**src/rtl/ni_axi_pkt_initiator_pkg.sv**
```systemverilog
`default_nettype none
// ============================================================================
//  Module   : ravenoc_pkg
//  Brief    : NoC-wide widths, AXI channel structs and the packet-initiator FSM states.
//  Revision : 1.0  initial release
// ============================================================================
package ravenoc_pkg;

    localparam int XWidth        = 2;
    localparam int YWidth        = 2;
    localparam int PktWidth      = 8;
    localparam int NumVirtChn    = 3;
    localparam int FlitDataWidth = 32;
    localparam int VcWidth       = $clog2(NumVirtChn);

    localparam int AxiAddrWidth  = 32;
    localparam int AxiDataWidth  = FlitDataWidth;
    localparam int AxiIdWidth    = 1;
    localparam int AxiUserWidth  = 1;

    localparam logic [1:0] AXI_OKAY       = 2'b00;
    localparam logic [1:0] AXI_SLVERR     = 2'b10;
    localparam logic [1:0] AXI_BURST_INCR = 2'b01;

    typedef struct packed {
        logic [XWidth-1:0]   x_dest;
        logic [YWidth-1:0]   y_dest;
        logic [PktWidth-1:0] pkt_width;
    } s_flit_head_data_t;

    typedef struct packed {
        logic [AxiIdWidth-1:0]     aw_id;
        logic [AxiAddrWidth-1:0]   aw_addr;
        logic [7:0]                aw_len;
        logic [2:0]                aw_size;
        logic [1:0]                aw_burst;
        logic                      aw_lock;
        logic [3:0]                aw_cache;
        logic [2:0]                aw_prot;
        logic [3:0]                aw_qos;
        logic [3:0]                aw_region;
        logic [AxiUserWidth-1:0]   aw_user;
        logic                      aw_valid;
        logic [AxiDataWidth-1:0]   w_data;
        logic [AxiDataWidth/8-1:0] w_strb;
        logic                      w_last;
        logic [AxiUserWidth-1:0]   w_user;
        logic                      w_valid;
        logic                      b_ready;
        logic [AxiIdWidth-1:0]     ar_id;
        logic [AxiAddrWidth-1:0]   ar_addr;
        logic [7:0]                ar_len;
        logic [2:0]                ar_size;
        logic [1:0]                ar_burst;
        logic                      ar_valid;
        logic                      r_ready;
    } s_axi_mosi_t;

    typedef struct packed {
        logic                      aw_ready;
        logic                      w_ready;
        logic [AxiIdWidth-1:0]     b_id;
        logic [1:0]                b_resp;
        logic [AxiUserWidth-1:0]   b_user;
        logic                      b_valid;
        logic                      ar_ready;
        logic [AxiIdWidth-1:0]     r_id;
        logic [AxiDataWidth-1:0]   r_data;
        logic [1:0]                r_resp;
        logic                      r_last;
        logic [AxiUserWidth-1:0]   r_user;
        logic                      r_valid;
    } s_axi_miso_t;

    typedef enum logic [1:0] {
        INIT_IDLE = 2'd0,
        INIT_AW   = 2'd1,
        INIT_W    = 2'd2,
        INIT_B    = 2'd3
    } init_st_t;

    function automatic logic [2:0] axi_size(input int bytes);
        return 3'($clog2(bytes));
    endfunction

endpackage
`default_nettype wire

```
**src/rtl/ni_axi_pkt_initiator_if.sv**
```systemverilog
`default_nettype none
// ============================================================================
//  Module   : ni_axi_pkt_initiator_if
//  Brief    : AXI4 master/slave channel bundle between the PE initiator and the NI.
//  Revision : 1.0  initial release
// ============================================================================
interface ni_axi_pkt_initiator_if;
    import ravenoc_pkg::*;

    s_axi_mosi_t axi_mosi_if_o;
    s_axi_miso_t axi_miso_if_i;

    modport master (output axi_mosi_if_o, input axi_miso_if_i);
    modport slave  (input axi_mosi_if_o, output axi_miso_if_i);

endinterface
`default_nettype wire

```
**src/rtl/ni_axi_pkt_initiator.sv**
```systemverilog
`default_nettype none
// ============================================================================
//  Module   : ni_axi_pkt_initiator
//  Brief    : Issues one AXI4 INCR write burst (header + payload) per packet command
//             into the selected VC write buffer of the NI and collects the B response.
//  Revision : 1.0  initial release
// ============================================================================
module ni_axi_pkt_initiator
    import ravenoc_pkg::*;
#(
    parameter logic [AxiAddrWidth-1:0] WR_BASE_ADDR = 'h1000,
    parameter logic [AxiAddrWidth-1:0] VC_STRIDE    = 'h8,
    parameter int                      B_TIMEOUT    = 1024
) (
    input  wire logic                     clk_axi,
    input  wire logic                     arst_axi,
    input  wire logic                     cmd_valid_i,
    output logic                          cmd_ready_o,
    input  wire logic [VcWidth-1:0]       cmd_vc_i,
    input  wire logic [XWidth-1:0]        cmd_x_dest_i,
    input  wire logic [YWidth-1:0]        cmd_y_dest_i,
    input  wire logic [PktWidth-1:0]      cmd_len_i,
    input  wire logic                     data_valid_i,
    output logic                          data_ready_o,
    input  wire logic [FlitDataWidth-1:0] data_i,
    ni_axi_pkt_initiator_if.master        axi_if,
    output logic                          busy_o,
    output logic                          done_o,
    output logic                          err_o
);

    localparam int                c_TO_W    = (B_TIMEOUT > 1) ? $clog2(B_TIMEOUT) : 1;
    localparam logic [c_TO_W-1:0] c_TO_LAST = c_TO_W'(B_TIMEOUT - 1);

    init_st_t            r_state, w_state_nxt;
    logic [VcWidth-1:0]  r_vc;
    logic [XWidth-1:0]   r_x;
    logic [YWidth-1:0]   r_y;
    logic [PktWidth-1:0] r_len;
    logic [PktWidth:0]   r_beat, w_beat_nxt;
    logic [c_TO_W-1:0]   r_to_cnt, w_to_nxt;
    logic                r_drain, w_drain_nxt;
    logic                r_done, w_done_nxt;
    logic                r_err, w_err_nxt;
    logic                r_alive;
    logic                w_cmd_fire;
    logic                w_last_beat;
    s_flit_head_data_t   w_head;
    s_axi_mosi_t         w_mosi;

    assign axi_if.axi_mosi_if_o = w_mosi;
    assign busy_o = (r_state != INIT_IDLE);
    assign done_o = r_done;
    assign err_o  = r_err;

    always_comb begin
        w_state_nxt  = r_state;
        w_beat_nxt   = r_beat;
        w_to_nxt     = '0;
        w_drain_nxt  = r_drain;
        w_done_nxt   = 1'b0;
        w_err_nxt    = 1'b0;
        w_cmd_fire   = 1'b0;
        cmd_ready_o  = 1'b0;
        data_ready_o = 1'b0;
        w_mosi       = '0;
        w_head           = '0;
        w_head.x_dest    = r_x;
        w_head.y_dest    = r_y;
        w_head.pkt_width = r_len;
        w_last_beat  = (r_beat == {1'b0, r_len});

        case (r_state)
            INIT_IDLE: begin
                // r_alive keeps cmd_ready low while reset is held
                cmd_ready_o    = r_alive;
                // a B response that arrives after a timeout is accepted and dropped here
                w_mosi.b_ready = r_drain;
                if (r_drain && axi_if.axi_miso_if_i.b_valid) begin
                    w_drain_nxt = 1'b0;
                end
                if (cmd_valid_i && r_alive) begin
                    w_cmd_fire  = 1'b1;
                    w_beat_nxt  = '0;
                    w_state_nxt = INIT_AW;
                end
            end
            INIT_AW: begin
                w_mosi.aw_valid = 1'b1;
                w_mosi.aw_addr  = WR_BASE_ADDR + AxiAddrWidth'(r_vc) * VC_STRIDE;
                w_mosi.aw_len   = 8'(r_len);
                w_mosi.aw_size  = axi_size(AxiDataWidth / 8);
                w_mosi.aw_burst = AXI_BURST_INCR;
                if (axi_if.axi_miso_if_i.aw_ready) begin
                    w_state_nxt = INIT_W;
                end
            end
            INIT_W: begin
                w_mosi.w_strb = '1;
                w_mosi.w_last = w_last_beat;
                if (r_beat == '0) begin
                    w_mosi.w_valid = 1'b1;
                    w_mosi.w_data  = AxiDataWidth'(w_head);
                end else begin
                    w_mosi.w_valid = data_valid_i;
                    w_mosi.w_data  = data_i;
                    data_ready_o   = axi_if.axi_miso_if_i.w_ready;
                end
                if (w_mosi.w_valid && axi_if.axi_miso_if_i.w_ready) begin
                    w_beat_nxt = r_beat + 1'b1;
                    if (w_last_beat) begin
                        w_state_nxt = INIT_B;
                    end
                end
            end
            INIT_B: begin
                w_mosi.b_ready = 1'b1;
                if (axi_if.axi_miso_if_i.b_valid) begin
                    w_done_nxt  = (axi_if.axi_miso_if_i.b_resp == AXI_OKAY);
                    w_err_nxt   = (axi_if.axi_miso_if_i.b_resp != AXI_OKAY);
                    w_state_nxt = INIT_IDLE;
                end else if ((B_TIMEOUT != 0) && (r_to_cnt == c_TO_LAST)) begin
                    w_err_nxt   = 1'b1;
                    w_drain_nxt = 1'b1;
                    w_state_nxt = INIT_IDLE;
                end else if (B_TIMEOUT != 0) begin
                    w_to_nxt = r_to_cnt + 1'b1;
                end
            end
            default: begin
                w_state_nxt = INIT_IDLE;
            end
        endcase
    end

    always_ff @(posedge clk_axi or posedge arst_axi) begin
        if (arst_axi) begin
            r_state  <= INIT_IDLE;
            r_beat   <= '0;
            r_to_cnt <= '0;
            r_drain  <= 1'b0;
            r_done   <= 1'b0;
            r_err    <= 1'b0;
            r_alive  <= 1'b0;
            r_vc     <= '0;
            r_x      <= '0;
            r_y      <= '0;
            r_len    <= '0;
        end else begin
            r_state  <= w_state_nxt;
            r_beat   <= w_beat_nxt;
            r_to_cnt <= w_to_nxt;
            r_drain  <= w_drain_nxt;
            r_done   <= w_done_nxt;
            r_err    <= w_err_nxt;
            r_alive  <= 1'b1;
            if (w_cmd_fire) begin
                r_vc  <= cmd_vc_i;
                r_x   <= cmd_x_dest_i;
                r_y   <= cmd_y_dest_i;
                r_len <= cmd_len_i;
            end
        end
    end

endmodule
`default_nettype wire

```
**src/flat_wrapper.sv**
```systemverilog
// flat-port wrapper written by rule: the top's interface ports become plain ports
module ni_axi_pkt_initiator_flat import ravenoc_pkg::*;
#(
    parameter logic [AxiAddrWidth-1:0] WR_BASE_ADDR = 'h1000,
    parameter logic [AxiAddrWidth-1:0] VC_STRIDE    = 'h8,
    parameter int                      B_TIMEOUT    = 1024
)
  (clk_axi, arst_axi, cmd_valid_i, cmd_ready_o, cmd_vc_i, cmd_x_dest_i, cmd_y_dest_i, cmd_len_i, data_valid_i, data_ready_o, data_i, busy_o, done_o, err_o, axi_if_axi_mosi_if_o, axi_if_axi_miso_if_i);
  ni_axi_pkt_initiator_if axi_if_i ();
  input  wire logic clk_axi;
  input  wire logic arst_axi;
  input  wire logic cmd_valid_i;
  output logic cmd_ready_o;
  input  wire logic [VcWidth-1:0] cmd_vc_i;
  input  wire logic [XWidth-1:0] cmd_x_dest_i;
  input  wire logic [YWidth-1:0] cmd_y_dest_i;
  input  wire logic [PktWidth-1:0] cmd_len_i;
  input  wire logic data_valid_i;
  output logic data_ready_o;
  input  wire logic [FlitDataWidth-1:0] data_i;
  output logic busy_o;
  output logic done_o;
  output logic err_o;
  output wire logic [$bits(axi_if_i.axi_mosi_if_o)-1:0] axi_if_axi_mosi_if_o;
  input wire logic [$bits(axi_if_i.axi_miso_if_i)-1:0] axi_if_axi_miso_if_i;
  assign axi_if_axi_mosi_if_o = axi_if_i.axi_mosi_if_o;
  assign axi_if_i.axi_miso_if_i = axi_if_axi_miso_if_i;
  ni_axi_pkt_initiator #(.WR_BASE_ADDR(WR_BASE_ADDR), .VC_STRIDE(VC_STRIDE), .B_TIMEOUT(B_TIMEOUT)) u_core (.clk_axi(clk_axi), .arst_axi(arst_axi), .cmd_valid_i(cmd_valid_i), .cmd_ready_o(cmd_ready_o), .cmd_vc_i(cmd_vc_i), .cmd_x_dest_i(cmd_x_dest_i), .cmd_y_dest_i(cmd_y_dest_i), .cmd_len_i(cmd_len_i), .data_valid_i(data_valid_i), .data_ready_o(data_ready_o), .data_i(data_i), .axi_if(axi_if_i), .busy_o(busy_o), .done_o(done_o), .err_o(err_o));
endmodule
```
**config.mk**
```make
export PLATFORM = sky130hd
export DESIGN_NAME = ni_axi_pkt_initiator_flat
export DESIGN_NICKNAME = d
export VERILOG_FILES = /design/src/rtl/ni_axi_pkt_initiator_pkg.sv /design/src/rtl/ni_axi_pkt_initiator_if.sv /design/src/rtl/ni_axi_pkt_initiator.sv /design/src/flat_wrapper.sv
export SDC_FILE = /design/constraint.sdc
export NUM_CORES = 1
export LEC_CHECK = 0
export ABC_AREA = 1
export CORE_MARGIN = 1.5
export CORE_UTILIZATION = 35
export CTS_BUF_LIST = sky130_fd_sc_hd__clkbuf_4 sky130_fd_sc_hd__clkbuf_8 sky130_fd_sc_hd__clkbuf_16
export CTS_CLUSTER_SIZE = 28
export DETAILED_ROUTE_END_ITERATION = 10
export GPL_ROUTABILITY_DRIVEN = 0
export HOLD_SLACK_MARGIN = 0.06
export PLACE_DENSITY = 0.87
export SYNTH_ARGS = -nofsm -noshare
export SYNTH_HDL_FRONTEND = slang
export SYNTH_SLANG_ARGS = --single-unit
```
**constraint.sdc**
```tcl
create_clock -name clk_axi -period 2.1 [get_ports clk_axi]
set_clock_uncertainty 0.2 [all_clocks]
set_input_delay 0.21 -clock clk_axi [delete_from_list [all_inputs] [get_ports clk_axi]]
set_output_delay 0.21 -clock clk_axi [all_outputs]
set_load 0.02 [all_outputs]
```
==> summary.txt <==
Synthesis
  • Post-synth top area cell: dfrtp_1
  • Seq cells post-synth: 39
  • Top cells by instance count after synthesis: 105 x buf_4, 76 x nand2_1, 72 x nor2_1, 71 x inv_1, 39 x dfrtp_1
  • Compound-Gate Fraction of Synth Area: 7.87%
  • Unique masters post-synth: 27
  • Syn avg cell area: 6.90 um2
  • Synth top area cells: dfrtp_1 29%, buf_4 24%, nand2_1 8.6%
  • Synth Warn #: 0
  • Post-Syn Area: 0.00332 mm2
  • EDFF count, synth: 0
  • Fraction of registers with async set/reset: 100%
  • Post-Synth Adder-Cell Area: 2.63%
  • Post-synthesis xor/xnor area fraction: 1.84%
  • Top_reg_cell synth: dfrtp_1
  • Area share of the largest cell type after synthesis: 29.4%
  • Seq/Total Area, Yosys: 29.4%
  • Multiplexer area fraction after synthesis: 2.03%
  • Synth Area in Simple Gates: 22.6%
  • Post-synthesis cell count: 482
  • Largest family of logic cells by synthesized area: buffers and inverters
  • Most frequent cell after synthesis: buf_4

Floorplanning
  • Core area: 0.00924 mm2
  • Die area: 0.0101 mm2
  • Row count: 35
  • Die Span X: 100 um
  • Initial Utilization: 36.0%
  • I/O pin total: 253
  • Die Y: 100 um

Placement
  • PortBufs: 112
  • Worst slack, placed: -0.224 ns
  • Final HPWL from detailed placement: 6330 um

STA
  • Final hold viol count: 0
  • Actual slew at the worst max-slew pin: 0.518 ns
  • RSZ-0062 raised after global routing: yes
  • Setup violators final: 31
  • Peak Freq: 0.459 GHz
  • Period minus WS final: 2.18 ns
  • Final period utilization: 104%
  • Post-route setup slack: -0.0768 ns
  • Slew HR: 65.5%
  • Final slew viol count: 0

Drt
  • DRT iter0 DRCs: 105
  • WL final: 8970 um
  • Via count: 3214
  • Final antenna-violating net count: 0
  • Via density: 4.20
  • Drt first pass iters: 4
  • # DRC: 0
  • DR WL/cell: 11.7 um

Clock tree
  • Clk sinks: 39
  • H-Tree Depth: 2
  • Max clock buf depth: 2
  • Clk_lat worst skew: 0.31 ns
  • Hold_buf cts: 0
  • Clock transition at the registers of the reported paths: 0.10 ns
  • TritonCTS Buffers: 5
  • Clock Tree Root: clkbuf_8
  • TritonCTS clock tree: done

Power
  • Maximum vdd drop: 1.12 mV
  • Lkg Pwr: 2.60 nW
  • Pwr/cell area: 1210 mW/mm2

Layout
  • Storage element area: 976 um2
  • Antenna cells: 0
  • Multi-input logic area: 0.00172 mm2
  • Final Net Count: 738
  • Area Growth Syn to Fin: 43.2%
  • Share of layout cells above drive strength 1: 22.8%
  • Post-Route Utilization: 51.5%
  • Fillers: 840

Critical path
  • Stages on worst setup path: 9
  • Arrival @ worst endpoint: 1.77 ns
  • CP peak stage delay: 0.42 ns
  • Crit Path Class: register to output port
  • CP startpoint kind: register
  • Crit-path cells: inv_1, nand2_1, nor2_2, nand2_4, buf_4, buf_6, o21ai_1, nor2_1, buf_2
  • Data required, critical path: 1.69 ns
  • Buf/Inv on CP: 4
  • CP delay by family, top: buffers and inverters
  • CP max-delay cell: dfrtp_1
  • Crit Path Max Fanout: 4
  • R2R depth: 9
  • Crit path capture type: output port

Run status
  • Violated checks: setup timing
  • Status: finished, violations left

Global routing
  • Global Route Usage Sum: 16.4%
  • Total grt overflow: 0
  • Initial antenna violation count: 0
  • First-pass GRT wire length: 13000 um
  • Pin count of the biggest net entering global routing: 40
  • Vias in the first global route: 2788

Min path
  • Hold crit path type: input pin to asynchronous set/reset pin

Flow run
  • Max capacitance violation total: 0
-- per-stage QoR --
stage | hold WS [ns] | instances | instance area, um2 | setup TNS [ns] | power [mW]
6_report | 0.110 | 765 | 4760 | -1.59 | 5.74
3_5_place_dp | 0.293 | 748 | 4510 | -3.17 | 4.43
3_3_place_gp | 0.285 | 748 | 4510 | -2.54 | 4.39
5_1_grt | 0.171 | 765 | 4760 | -4.25 | 6.07
4_1_cts | 0.140 | 762 | 4640 | -1.28 | 5.42
2_1_floorplan | 0.0821 | 580 | 3690 | 0 | 3.06
-- power breakdown --
| group | switching [mW] | internal, mW | total, mW |
|---|---|---|---|
| logic | 2.18 | 1.68 | 3.86 |
| clock network | 0.325 | 0.483 | 0.808 |
| registers | 0.139 | 0.936 | 1.08 |
| total | 2.64 | 3.10 | 5.74 |
-- worst register-to-register path: cells and delay by family (launching register included) --
kind / cells / cell delay [ns]
adder cells (fa/ha/maj): 1 / 0.22
flip-flops: 1 / 0.35
AND/OR/NAND/NOR: 3 / 0.48
AO/OA/AOI/OAI: 1 / 0.12
buffers and inverters: 4 / 0.50
-- cell families (layout without fill, tap and decap cells) --
family / count (synthesis) / count (layout)
XOR/XNOR: 7 / 7
flip-flops: 39 / 39
adder cells (fa/ha/maj): 7 / 7
AND/OR/NAND/NOR: 182 / 182
other: 2 / 100
AO/OA/AOI/OAI: 50 / 50
multiplexers: 6 / 6
buffers and inverters: 189 / 245
-- layout make-up --
cell class / instances / share of cell area, %
Multi-Input combinational cell: 352 / 36.2
Timing Repair Buffer: 163 / 31.0
Clock buffer: 5 / 1.45
Clock inverter: 3 / 1.50
Tap cell: 129 / 3.39
Sequential cell: 39 / 20.5
Inverter: 74 / 6.04
-- what timing repair did --
item	in CTS	in global routing
cloned	3	1
resized for setup	200	48
setup buffers	3	3
setup endpoints to repair	56	54
pin swaps	7	9
-- routing by layer --
metal  global-route usage, %  vias to the layer above  part of all wire (%)
met3                    3.19                       27                   6.5
met1                    19.7                     1452                    38
met2                    28.5                      169                    52
li1                        -                     1566                     -
met4                    7.26                        0                   3.1
met5                       0                        -                     0
-- cells in the final DEF (no fill, tap or decap), types with 2 or more instances in the layout --
master           count
bufinv_16            2
o21ai_1              9
nor2_2               4
nand3_1             13
clkdlybuf4s15_1      2
conb_1             100
o21ai_0             12
buf_6                7
dfrtp_1             39
a21oi_2              9
nand2_1             73
buf_4               48
nand2_4              4
clkdlybuf4s50_1     56
clkbuf_2             8
nand4_1              4
inv_1               67
xor2_1               5
nand3b_1             2
buf_2               22
nor2_1              68
xnor2_1              2
buf_16               3
inv_2                5
a21oi_1             15
mux2_2               6
o21ai_2              3
ha_1                 5
clkbuf_8             5
dlygate4sd2_1       11
nor3_1               6
buf_12               5
nand2_2              3
-- registers in the layout, indices dropped and copies added (netlist names) --
register / flops
u_core.r_to_cnt: 10
u_core.err_o: 1
u_core.r_beat: 9
u_core.r_state: 2
u_core.r_drain: 1
u_core.done_o: 1
u_core.r_y: 2
u_core.r_alive: 1
u_core.r_x: 2
u_core.r_len: 8
u_core.r_vc: 2
-- worst paths after layout --
check,startpoint,to,slack (ns)
setup / recovery,u_core.r_beat[7]$_DFFE_PP0P_,axi_if_axi_mosi_if_o[65],-0.08
hold / removal,arst_axi,u_core.r_y[0]$_DFFE_PP0P_,0.11
setup reg to reg,u_core.r_state[0]$_DFFE_PP0P_,u_core.r_len[4]$_DFFE_PP0P_,0.17
hold reg to reg,u_core.r_x[1]$_DFFE_PP0P_,u_core.r_x[1]$_DFFE_PP0P_,0.32
max in group asynchronous,arst_axi,u_core.r_to_cnt[2]$_DFF_PP0_,1.21
min in group clk_axi,axi_if_axi_miso_if_i[41],u_core.done_o$_DFF_PP0_,0.26
No activity file was read; power rests on OpenSTA's default activity.
